`src/rtl/calc_pkg.sv`:
```
// Shared operator codes and FSM encodings for the keypad entry path.
package calc_pkg;

   localparam logic [2:0] OP_NONE = 3'b000;
   localparam logic [2:0] OP_NEG  = 3'b001;
   localparam logic [2:0] OP_ADD  = 3'b010;
   localparam logic [2:0] OP_SUB  = 3'b011;
   localparam logic [2:0] OP_MUL  = 3'b100;

   typedef enum logic [1:0] {
      S_A    = 2'd0,
      S_B    = 2'd1,
      S_DONE = 2'd2
   } entry_state_t;

   typedef enum logic [1:0] {
      H_ARMED = 2'd0,
      H_ACK   = 2'd1,
      H_REARM = 2'd2
   } hs_state_t;

   function automatic logic is_arith(input logic [2:0] op);
      return (op == OP_ADD) || (op == OP_SUB) || (op == OP_MUL);
   endfunction

endpackage

```
`src/rtl/digit_accum.sv`:
```
// Decimal digit append: mag*10+d, accepted only if it fits the signed magnitude limit
// and the operand still has room for another digit.
module digit_accum #(
   parameter int WIDTH      = 16,
   parameter int MAX_DIGITS = 5,
   parameter int DW         = $clog2(MAX_DIGITS + 1)
) (
   input  logic [WIDTH-1:0] mag_i,
   input  logic [DW-1:0]    digits_i,
   input  logic [3:0]       d_i,
   output logic [WIDTH-1:0] next_mag_o,
   output logic             accept_o
);

   localparam int EW = WIDTH + 4;

   logic [EW-1:0] ext;
   logic [EW-1:0] limit;

   // Four guard bits hold limit*10+9 without wrapping, so the compare is exact.
   assign limit      = {5'b0, {(WIDTH-1){1'b1}}};
   assign ext        = {4'b0, mag_i} * EW'(10) + EW'(d_i);
   assign accept_o   = (digits_i < DW'(MAX_DIGITS)) && (d_i <= 4'd9) && (ext <= limit);
   assign next_mag_o = ext[WIDTH-1:0];

endmodule

```
`src/rtl/key_entry_accumulator.sv`:
```
// Keypad responder: acknowledges scanner events and assembles two signed operands plus
// an operator, pulsing calc_start when '=' completes a valid expression.
module key_entry_accumulator
   import calc_pkg::*;
#(
   parameter int WIDTH      = 16,
   parameter int MAX_DIGITS = 5
) (
   input  logic             clk,
   input  logic             nRST,
   input  logic             read_input,
   input  logic [3:0]       keypad_input,
   input  logic [2:0]       operator_input,
   input  logic             equal_input,
   input  logic             soft_clr,
   output logic             key_read,
   output logic [WIDTH-1:0] operand_a,
   output logic [WIDTH-1:0] operand_b,
   output logic [2:0]       op_code,
   output logic             calc_start,
   output logic [WIDTH-1:0] display_value,
   output logic             entry_ovf,
   output logic [1:0]       entry_state
);

   localparam int DW = $clog2(MAX_DIGITS + 1);

   hs_state_t    hs_q, hs_d;
   entry_state_t st_q, st_d;
   logic [WIDTH-1:0] mag_a_q, mag_a_d, mag_b_q, mag_b_d;
   logic [DW-1:0]    dig_a_q, dig_a_d, dig_b_q, dig_b_d;
   logic             sign_a_q, sign_a_d, sign_b_q, sign_b_d;
   logic [2:0]       op_q, op_d;
   logic             ovf_q, ovf_d;
   logic             cs_q, cs_d;

   logic evt, take, is_eq, is_op, is_dig;
   logic [WIDTH-1:0] acc_mag, acc_next;
   logic [DW-1:0]    acc_dig;
   logic             acc_ok;

   assign evt    = read_input | (operator_input != OP_NONE) | equal_input;
   assign take   = (hs_q == H_ARMED) && evt && !soft_clr;
   assign is_eq  = equal_input;
   assign is_op  = !equal_input && (operator_input != OP_NONE);
   assign is_dig = !equal_input && (operator_input == OP_NONE) && read_input;

   // S_DONE restarts A from empty, so the accumulator sees a zero operand there.
   always_comb begin
      acc_mag = mag_a_q;
      acc_dig = dig_a_q;
      if (st_q == S_B) begin
         acc_mag = mag_b_q;
         acc_dig = dig_b_q;
      end else if (st_q == S_DONE) begin
         acc_mag = '0;
         acc_dig = '0;
      end
   end

   digit_accum #(.WIDTH(WIDTH), .MAX_DIGITS(MAX_DIGITS), .DW(DW)) u_acc (
      .mag_i      (acc_mag),
      .digits_i   (acc_dig),
      .d_i        (keypad_input),
      .next_mag_o (acc_next),
      .accept_o   (acc_ok)
   );

   always_comb begin
      hs_d = hs_q;
      case (hs_q)
         H_ARMED: if (take) hs_d = H_ACK;
         H_ACK:   hs_d = H_REARM;
         H_REARM: if (!evt) hs_d = H_ARMED;
         default: hs_d = H_ARMED;
      endcase
      // A clear mid-ack lets the ack pulse finish; elsewhere it re-arms.
      if (soft_clr && hs_q != H_ACK) hs_d = H_ARMED;
   end

   always_comb begin
      st_d     = st_q;
      mag_a_d  = mag_a_q;
      mag_b_d  = mag_b_q;
      dig_a_d  = dig_a_q;
      dig_b_d  = dig_b_q;
      sign_a_d = sign_a_q;
      sign_b_d = sign_b_q;
      op_d     = op_q;
      ovf_d    = ovf_q;
      cs_d     = 1'b0;
      if (soft_clr) begin
         st_d     = S_A;
         mag_a_d  = '0;
         mag_b_d  = '0;
         dig_a_d  = '0;
         dig_b_d  = '0;
         sign_a_d = 1'b0;
         sign_b_d = 1'b0;
         op_d     = OP_NONE;
         ovf_d    = 1'b0;
      end else if (take) begin
         case (st_q)
            S_A: begin
               if (is_dig) begin
                  if (acc_ok) begin
                     mag_a_d = acc_next;
                     dig_a_d = dig_a_q + 1'b1;
                  end else ovf_d = 1'b1;
               end else if (is_op) begin
                  if (operator_input == OP_NEG) begin
                     if (dig_a_q == '0) sign_a_d = ~sign_a_q;
                  end else if (is_arith(operator_input) && dig_a_q != '0) begin
                     op_d     = operator_input;
                     st_d     = S_B;
                     mag_b_d  = '0;
                     dig_b_d  = '0;
                     sign_b_d = 1'b0;
                     ovf_d    = 1'b0;
                  end
               end
            end
            S_B: begin
               if (is_dig) begin
                  if (acc_ok) begin
                     mag_b_d = acc_next;
                     dig_b_d = dig_b_q + 1'b1;
                  end else ovf_d = 1'b1;
               end else if (is_op) begin
                  if (operator_input == OP_NEG) begin
                     if (dig_b_q == '0) sign_b_d = ~sign_b_q;
                  end else if (is_arith(operator_input) && dig_b_q == '0) begin
                     op_d = operator_input;
                  end
               end else if (is_eq && dig_b_q != '0) begin
                  cs_d = 1'b1;
                  st_d = S_DONE;
               end
            end
            S_DONE: begin
               if (is_dig || (is_op && operator_input == OP_NEG)) begin
                  st_d     = S_A;
                  mag_a_d  = '0;
                  mag_b_d  = '0;
                  dig_a_d  = '0;
                  dig_b_d  = '0;
                  sign_a_d = is_op;
                  sign_b_d = 1'b0;
                  op_d     = OP_NONE;
                  ovf_d    = 1'b0;
                  if (is_dig) begin
                     if (acc_ok) begin
                        mag_a_d = acc_next;
                        dig_a_d = DW'(1);
                     end else ovf_d = 1'b1;
                  end
               end
            end
            default: st_d = S_A;
         endcase
      end
   end

   always_ff @(posedge clk or negedge nRST) begin
      if (!nRST) begin
         hs_q     <= H_ARMED;
         st_q     <= S_A;
         mag_a_q  <= '0;
         mag_b_q  <= '0;
         dig_a_q  <= '0;
         dig_b_q  <= '0;
         sign_a_q <= 1'b0;
         sign_b_q <= 1'b0;
         op_q     <= OP_NONE;
         ovf_q    <= 1'b0;
         cs_q     <= 1'b0;
      end else begin
         hs_q     <= hs_d;
         st_q     <= st_d;
         mag_a_q  <= mag_a_d;
         mag_b_q  <= mag_b_d;
         dig_a_q  <= dig_a_d;
         dig_b_q  <= dig_b_d;
         sign_a_q <= sign_a_d;
         sign_b_q <= sign_b_d;
         op_q     <= op_d;
         ovf_q    <= ovf_d;
         cs_q     <= cs_d;
      end
   end

   assign operand_a     = sign_a_q ? (~mag_a_q + 1'b1) : mag_a_q;
   assign operand_b     = sign_b_q ? (~mag_b_q + 1'b1) : mag_b_q;
   assign display_value = (st_q == S_B) ? operand_b : operand_a;
   assign key_read      = (hs_q == H_ACK);
   assign calc_start    = cs_q;
   assign op_code       = op_q;
   assign entry_ovf     = ovf_q;
   assign entry_state   = st_q;

endmodule
```
`config.mk`:
```
export PLATFORM = sky130hd
export DESIGN_NAME = key_entry_accumulator
export DESIGN_NICKNAME = d
export VERILOG_FILES = /design/src/rtl/calc_pkg.sv /design/src/rtl/digit_accum.sv /design/src/rtl/key_entry_accumulator.sv
export SDC_FILE = /design/constraint.sdc
export NUM_CORES = 1
export LEC_CHECK = 0
export CORE_MARGIN = 4
export CORE_UTILIZATION = 45
export CTS_CLUSTER_SIZE = 40
export DETAILED_ROUTE_END_ITERATION = 12
export PLACE_DENSITY = 0.67
export SKIP_LAST_GASP = 1
export SLEW_MARGIN = 20
export SYNTH_ARGS = -nofsm -noshare
export SYNTH_HDL_FRONTEND = slang
export SYNTH_SLANG_ARGS = --single-unit
```
`constraint.sdc`:
```
create_clock -name clk -period 12.3 [get_ports clk]
set_input_delay 2.46 -clock clk [delete_from_list [all_inputs] [get_ports clk]]
set_output_delay 2.46 -clock clk [all_outputs]
set_load 0.05 [all_outputs]
```
-- Yosys cells after proc, flatten, opt, wreduce, memory -nomap -nowiden
Cells that the tools add are included.
- reduce and logical (&&, ||, !) cells: 36
- mux-type cells: 102
- bitwise gates (word level): 6
- shifts and indexed selects: 0
- div/mod/pow operators: 0
- add/subtract/negate cells: 5
- equal/unequal tests: 33
- $mul: 1
- $lt $le $gt $ge: 3
- operators with widths (kind ; number):
    2-to-1 mux 16 bit ; 19
    2-to-1 mux 3 bit ; 26
    one-hot mux 16 bit (3 select lines) ; 1
    inequality test 3 bit (second input constant) ; 15
    2-to-1 mux 1 bit ; 34
    adder 16 x 1 -> 16 bit (second input constant) ; 2
    inverter 16 bit ; 2
    one-hot mux 16 bit (2 select lines) ; 1
    2-to-1 mux 2 bit ; 13
    AND reduction 11 bit ; 2
    adder 20 x 4 -> 20 bit ; 1
    less-or-equal comparator 20 x 15 -> 1 bit (second input constant) ; 1
    multiplier 16 x 3 -> 19 bit (second input constant) ; 1
    inequality test 3 x 2 -> 1 bit (second input constant) ; 6
    one-hot mux 3 bit (3 select lines) ; 2
    AND reduction 9 bit ; 2
    AND reduction 7 bit ; 2
    logical AND 1 bit ; 12
    inequality test 4 bit (second input constant) ; 3
    one-hot mux 2 bit (3 select lines) ; 2
    nonzero test 3 bit ; 4
    logical NOT 3 bit ; 3
    adder 3 x 1 -> 3 bit (second input constant) ; 2
    == test 3 x 2 -> 1 bit (second input constant) ; 2
    other kinds (19) ; 28
- output and inout port bits: 56
- bits in latches: 0
- memories kept: 0
- bits in read-only memories: 0
- register bits after elaboration: 49
- bits in writable memories: 0

-- Longest topological paths before layout
- word-level depth: 13
- mapped depth: 20

-- By module
A second synthesis with hierarchy kept.
- cell total of the unflattened synthesis: 606
- area total of the unflattened synthesis: 4818.4 µm²
- by module, submodules not included (module ; area each (µm²) ; instances ; cells each ; seq. area each (µm²)):
    key_entry_accumulator ; 3539.6 ; 1 ; 451 ; 1226.2
    digit_accum ; 1278.7 ; 1 ; 155 ; 0.0

-- Least setup slack after synthesis
Ideal clock, no wire load.
- kind: reg-to-output
- from: reg mag_a_q[0]
- to: out display_value[13]
- data arrival time: 3.318 ns
- stages on the path, launching flop included: 8
- setup slack: 6.522 ns
- cells stage by stage: dfrtp_1 > or3_1 > or3b_2 > or4_1 > o21ai_0 > nand2_1 > xor2_1 > mux2_2
- cells in the longest elaborated chain, start to end: 4
- ends and longest elaborated chain (item ; line ; text):
    start: declaration ; key_entry_accumulator.sv:30 ; logic [WIDTH-1:0] mag_a_q, mag_a_d, mag_b_q, mag_b_d;
    start signal: assignment ; key_entry_accumulator.sv:180 ; mag_a_q <= mag_a_d;
    inverter 16 bit ; key_entry_accumulator.sv:192 ; assign operand_a = sign_a_q ? (~mag_a_q + 1'b1) : mag_a_q;
    adder 16 x 1 -> 16 bit ; key_entry_accumulator.sv:192 ;
    2-to-1 mux 16 bit ; key_entry_accumulator.sv:192 ;
    net operand_a[13] ; key_entry_accumulator.sv:17 ; output logic [WIDTH-1:0] operand_a,
    2-to-1 mux 16 bit ; key_entry_accumulator.sv:194 ; assign display_value = (st_q == S_B) ? operand_b : operand_a;
    end: declaration ; key_entry_accumulator.sv:21 ; output logic [WIDTH-1:0] display_value,
The timed path passes the listed nets, and every way through them passes these cells.

-- Worst setup path after layout
- from: reg mag_a_q[0]
- to: out display_value[13]
- cells in the longest elaborated chain, start to end: 4
- ends and longest elaborated chain (item ; line):
    inverter 16 bit ; key_entry_accumulator.sv:192
    adder 16 x 1 -> 16 bit ; key_entry_accumulator.sv:192
    2-to-1 mux 16 bit ; key_entry_accumulator.sv:192
    2-to-1 mux 16 bit ; key_entry_accumulator.sv:194
Every way passes these cells.

==> results.py <==
metrics = {
    "global_routing": {
        "grtUsageMet3_pct": 2.01,
        "grt_pass1_vias": 4679,
        "met2_usage_pct": 38.3,
        "grt.overflow.total": 0,
        "antenna_found_initial": 0,
        "use_met1_pct": 30.6,
        "grt_pass1_wl_um": 24000,
        "track_usage_pct": 22.5,
        "busiest_layer": "met2",
        "grt_start_max_net_pins": 50,
    },
    "layout": {
        "syn2layout_area_growth_pct": 17.2,
        "fillers": 1002,
        "drive_above_1_share_pct": 9.70,
        "n_antenna_cell": 0,
        "final_area_um2": 5970,
        "nNetsFinal": 712,
    },
    "clock_tree": {
        "clk_pin_slew_ns": 0.06,
        "htreeDepth": 2,
        "post_cts_resized": 0,
        "clock_path_buffers": 2,
        "clk_latency_ns": 0.29,
        "numClockSinks": 49,
        "post_cts_buffers": 0,
        "cts.root.buffer_cell": "clkbuf_16",
        "ctsHoldBuffers": 0,
        "cts_tree": "yes",
        "cts_buffers": 5,
    },
    "synth": {
        "synth_flop_cell": "dfrtp_1",
        "yosys.area.top_type_share_pct": 24.1,
        "synth.area.top_cells": "dfrtp_1 24%, xnor2_1 7.6%, ha_1 7.1%",
        "yosysTopAreaCell": "dfrtp_1",
        "ys_seq_elements": 49,
        "yosysSeqAreaShare_pct": 24.1,
        "syn_inst": 632,
        "ys.warnings.count": 0,
        "syn-cell-area_um2": 5100,
        "syn-num-nets": 675,
        "synth_edf_count": 0,
        "yosysUniqueCellTypes": 73,
        "avgSynthCellArea_um2": 8.07,
        "async_flop_share_pct": 100,
    },
    "timing": {
        "finalCritPeriodShare_pct": 50.7,
        "setup_viol_count_final": 0,
        "worst_slack_ns": 6.07,
        "hold_viol_final": 0,
        "grt_setup_unrepaired": "false",
        "final.min_clock_period_ns": 6.23,
        "maxSlewHeadroom_pct": 34.2,
        "drv_slew": 0,
        "finalSetupTns_ns": 0,
        "worst_pin_slew_ns": 0.984,
        "skew_ns": 0.00774,
        "fmax_mhz": 160,
        "hold_ws_ns": 0.481,
    },
    "floorplanning": {
        "die_h_um": 114,
        "dieArea_um2": 13100,
        "initial_utilization_pct": 46.4,
        "placementRows": 38,
        "die_w_um": 114,
        "core_area_um2": 11000,
        "io-pin-count": 68,
    },
    "critical_path": {
        "end_kind": "output pin",
        "critPathKind": "flop to output pin",
        "cp.arrival_ns": 3.77,
        "path_buf_inv": 1,
        "startpoint_type": "flop",
        "critPathSlowestCell": "clkdlybuf4s50_1",
        "crit_fanout": 7,
        "path_cells": "or3_1, or3b_2, or4_1, o21ai_0, nand2_1, xor2_1, mux2_2, clkdlybuf4s50_1",
        "cp.required_ns": 9.84,
        "cp_slowest_stage_delay_ns": 0.80,
        "cp_top_family": "simple AND/OR/NAND/NOR gates",
    },
    "drt": {
        "drt_iter0_markers": 338,
        "num_vias": 4837,
        "route.detailed.drc": 0,
        "routed_wl_um": 14600,
        "wl_per_cell_um": 18.0,
        "antenna_left": 0,
        "viasPerCell": 5.97,
        "dr.pass1.iters": 4,
    },
    "power": {
        "leakage_nw": 2.50,
        "vdd_drop_max_mv": 0.165,
        "total_power_w": 0.000966,
        "power_density_nw_per_um2": 162,
    },
    "hold_path": {
        "min_path_type": "flop to flop",
    },
    "flow_run": {
        "drv_cap": 0,
    },
    "placed_design": {
        "io_buffers": 67,
        "place_area_um2": 5800,
        "gp_congestion": 0.858,
        "hpwlAfterDp_um": 11000,
        "post-place-ws_ns": 5.75,
    },
    "run_status": {
        "status": "finished, final reports clean",
    },
}
## logic make-up (layout without fill, tap and decap cells)
group,count (synthesis),after routing,share of synthesized area [%]
DFF,49,49,24.1
xor gates and xnor gates,59,59,10.1
adders and majority gates,31,31,7.90
buffers and inverters,66,104,5.20
muxes,35,35,7.61
AOI/OAI and AO/OA,174,174,24.0
and+or+nand+nor,218,218,21.1
## routing by layer
metal	routed length (um)	vias up	part of all wire (%)
li1	-	2339	-
met1	6630	2334	46
met2	6940	151	48
met3	765	13	5.3
met4	220	0	1.5
met5	0	-	0
## worst paths after layout
| check | start | end | slack, ns | cells after the start |
|---|---|---|---|---|
| setup / recovery | mag_a_q[0] | display_value[13] | 6.07 | 8 |
| min in group asynchronous | nRST | mag_b_q[0] | 2.27 | 2 |
| hold / removal | op_code[0] | op_code[0] | 0.48 | 2 |
| max in group asynchronous | nRST | mag_b_q[4] | 9.59 | 2 |
| setup reg to reg | entry_state[1] | mag_a_q[1] | 6.96 | 17 |
| hold reg to reg | op_code[0] | op_code[0] | 0.48 | 2 |
## final cells by class
| class | instances | area, um^2 | area share, % |
|---|---|---|---|
| Clock buffer | 7 | 153 | 2.56 |
| Clock inverter | 1 | 5.00 | 0.0838 |
| Inverter | 24 | 90.1 | 1.51 |
| Multi-Input combinational cell | 517 | 3610 | 60.5 |
| Sequential cell | 49 | 1230 | 20.5 |
| Tap cell | 140 | 175 | 2.93 |
| Timing Repair Buffer | 72 | 711 | 11.9 |
## flip-flops by register name, indices dropped and copies added (netlist names), 2 cells and up
register,cells
hs_q,2
dig_b_q,3
entry_state,2
mag_a_q,16
mag_b_q,16
op_code,3
dig_a_q,3
## placed cells by master (no fill, tap or decap), types with 4 or more instances in the layout
cell             count
mux2i_1              5
o21a_1               4
a22oi_1              5
nor2_1              49
o21ai_0             46
o211ai_1             4
mux2_2              30
nor2b_1              7
clkdlybuf4s50_1     66
inv_1               23
nand3b_1             6
a21oi_1             28
dfrtp_1             49
o31ai_1             11
nor3_1              11
and2_1               4
buf_4                4
or4_1                6
ha_1                29
a22o_1              18
a211oi_1             4
or3_1                4
clkbuf_16            5
nand2b_1             9
a21o_1               9
nand2_1             81
nand3_1             18
a31oi_1              4
or2_2                5
xnor2_1             44
o2bb2ai_1            6
xor2_1              15
## synthesized netlist by cell type, types with 3 or more instances
library cell  count
xor2_1           15
nor2b_1           7
a32o_1            3
a31oi_1           4
nor3_1           11
o21a_1            4
buf_1             6
o211ai_1          4
o2111ai_1         3
nand2b_1          9
a211oi_1          4
nand3_1          18
a22o_1           18
a21o_1            9
a21oi_1          28
xnor2_1          44
or2_2             5
or3_1             4
buf_4             4
nor2_1           49
o31ai_1          11
nand2_1          81
or4_1             6
mux2i_1           5
ha_1             29
mux2_2           30
a31o_2            3
clkbuf_1         30
nand3b_1          6
and2_1            4
a221oi_1          3
dfrtp_1          49
a22oi_1           5
o21ai_0          46
inv_1            23
o2bb2ai_1         6
## worst register-to-register path, cell delays in order (launching register included)
cell       delay [ns]
dfrtp_1          0.32
buf_4            0.41
nor2_1           0.10
buf_4            0.22
a22o_1           0.34
ha_1             0.31
ha_1             0.24
fa_1             0.45
a211oi_4         0.41
o211ai_1         0.20
a311oi_1         0.35
o2111ai_1        0.28
nor4_4           0.20
nand3_1          0.22
a211oi_4         0.67
buf_8            0.24
nor2_1           0.06
a31o_2           0.20
## power breakdown
group          switching (W)  total (W)  internal (W)  leakage (nW)
Clock              0.0000593   0.000145     0.0000862        0.0799
Sequential         0.0000336   0.000217      0.000184         0.673
Combinational       0.000403   0.000604      0.000201          1.75
Total               0.000495   0.000966      0.000471          2.50
## through the flow
stage | std cells | util (%)
final | 810 | 54.4
after global routing | 810 | 54.4
after CTS | 809 | 54.2
after detailed placement | 801 | 52.8
after global placement | 801 | 52.8
after floorplan | 632 | -
No activity file was read; power rests on OpenSTA's default activity.
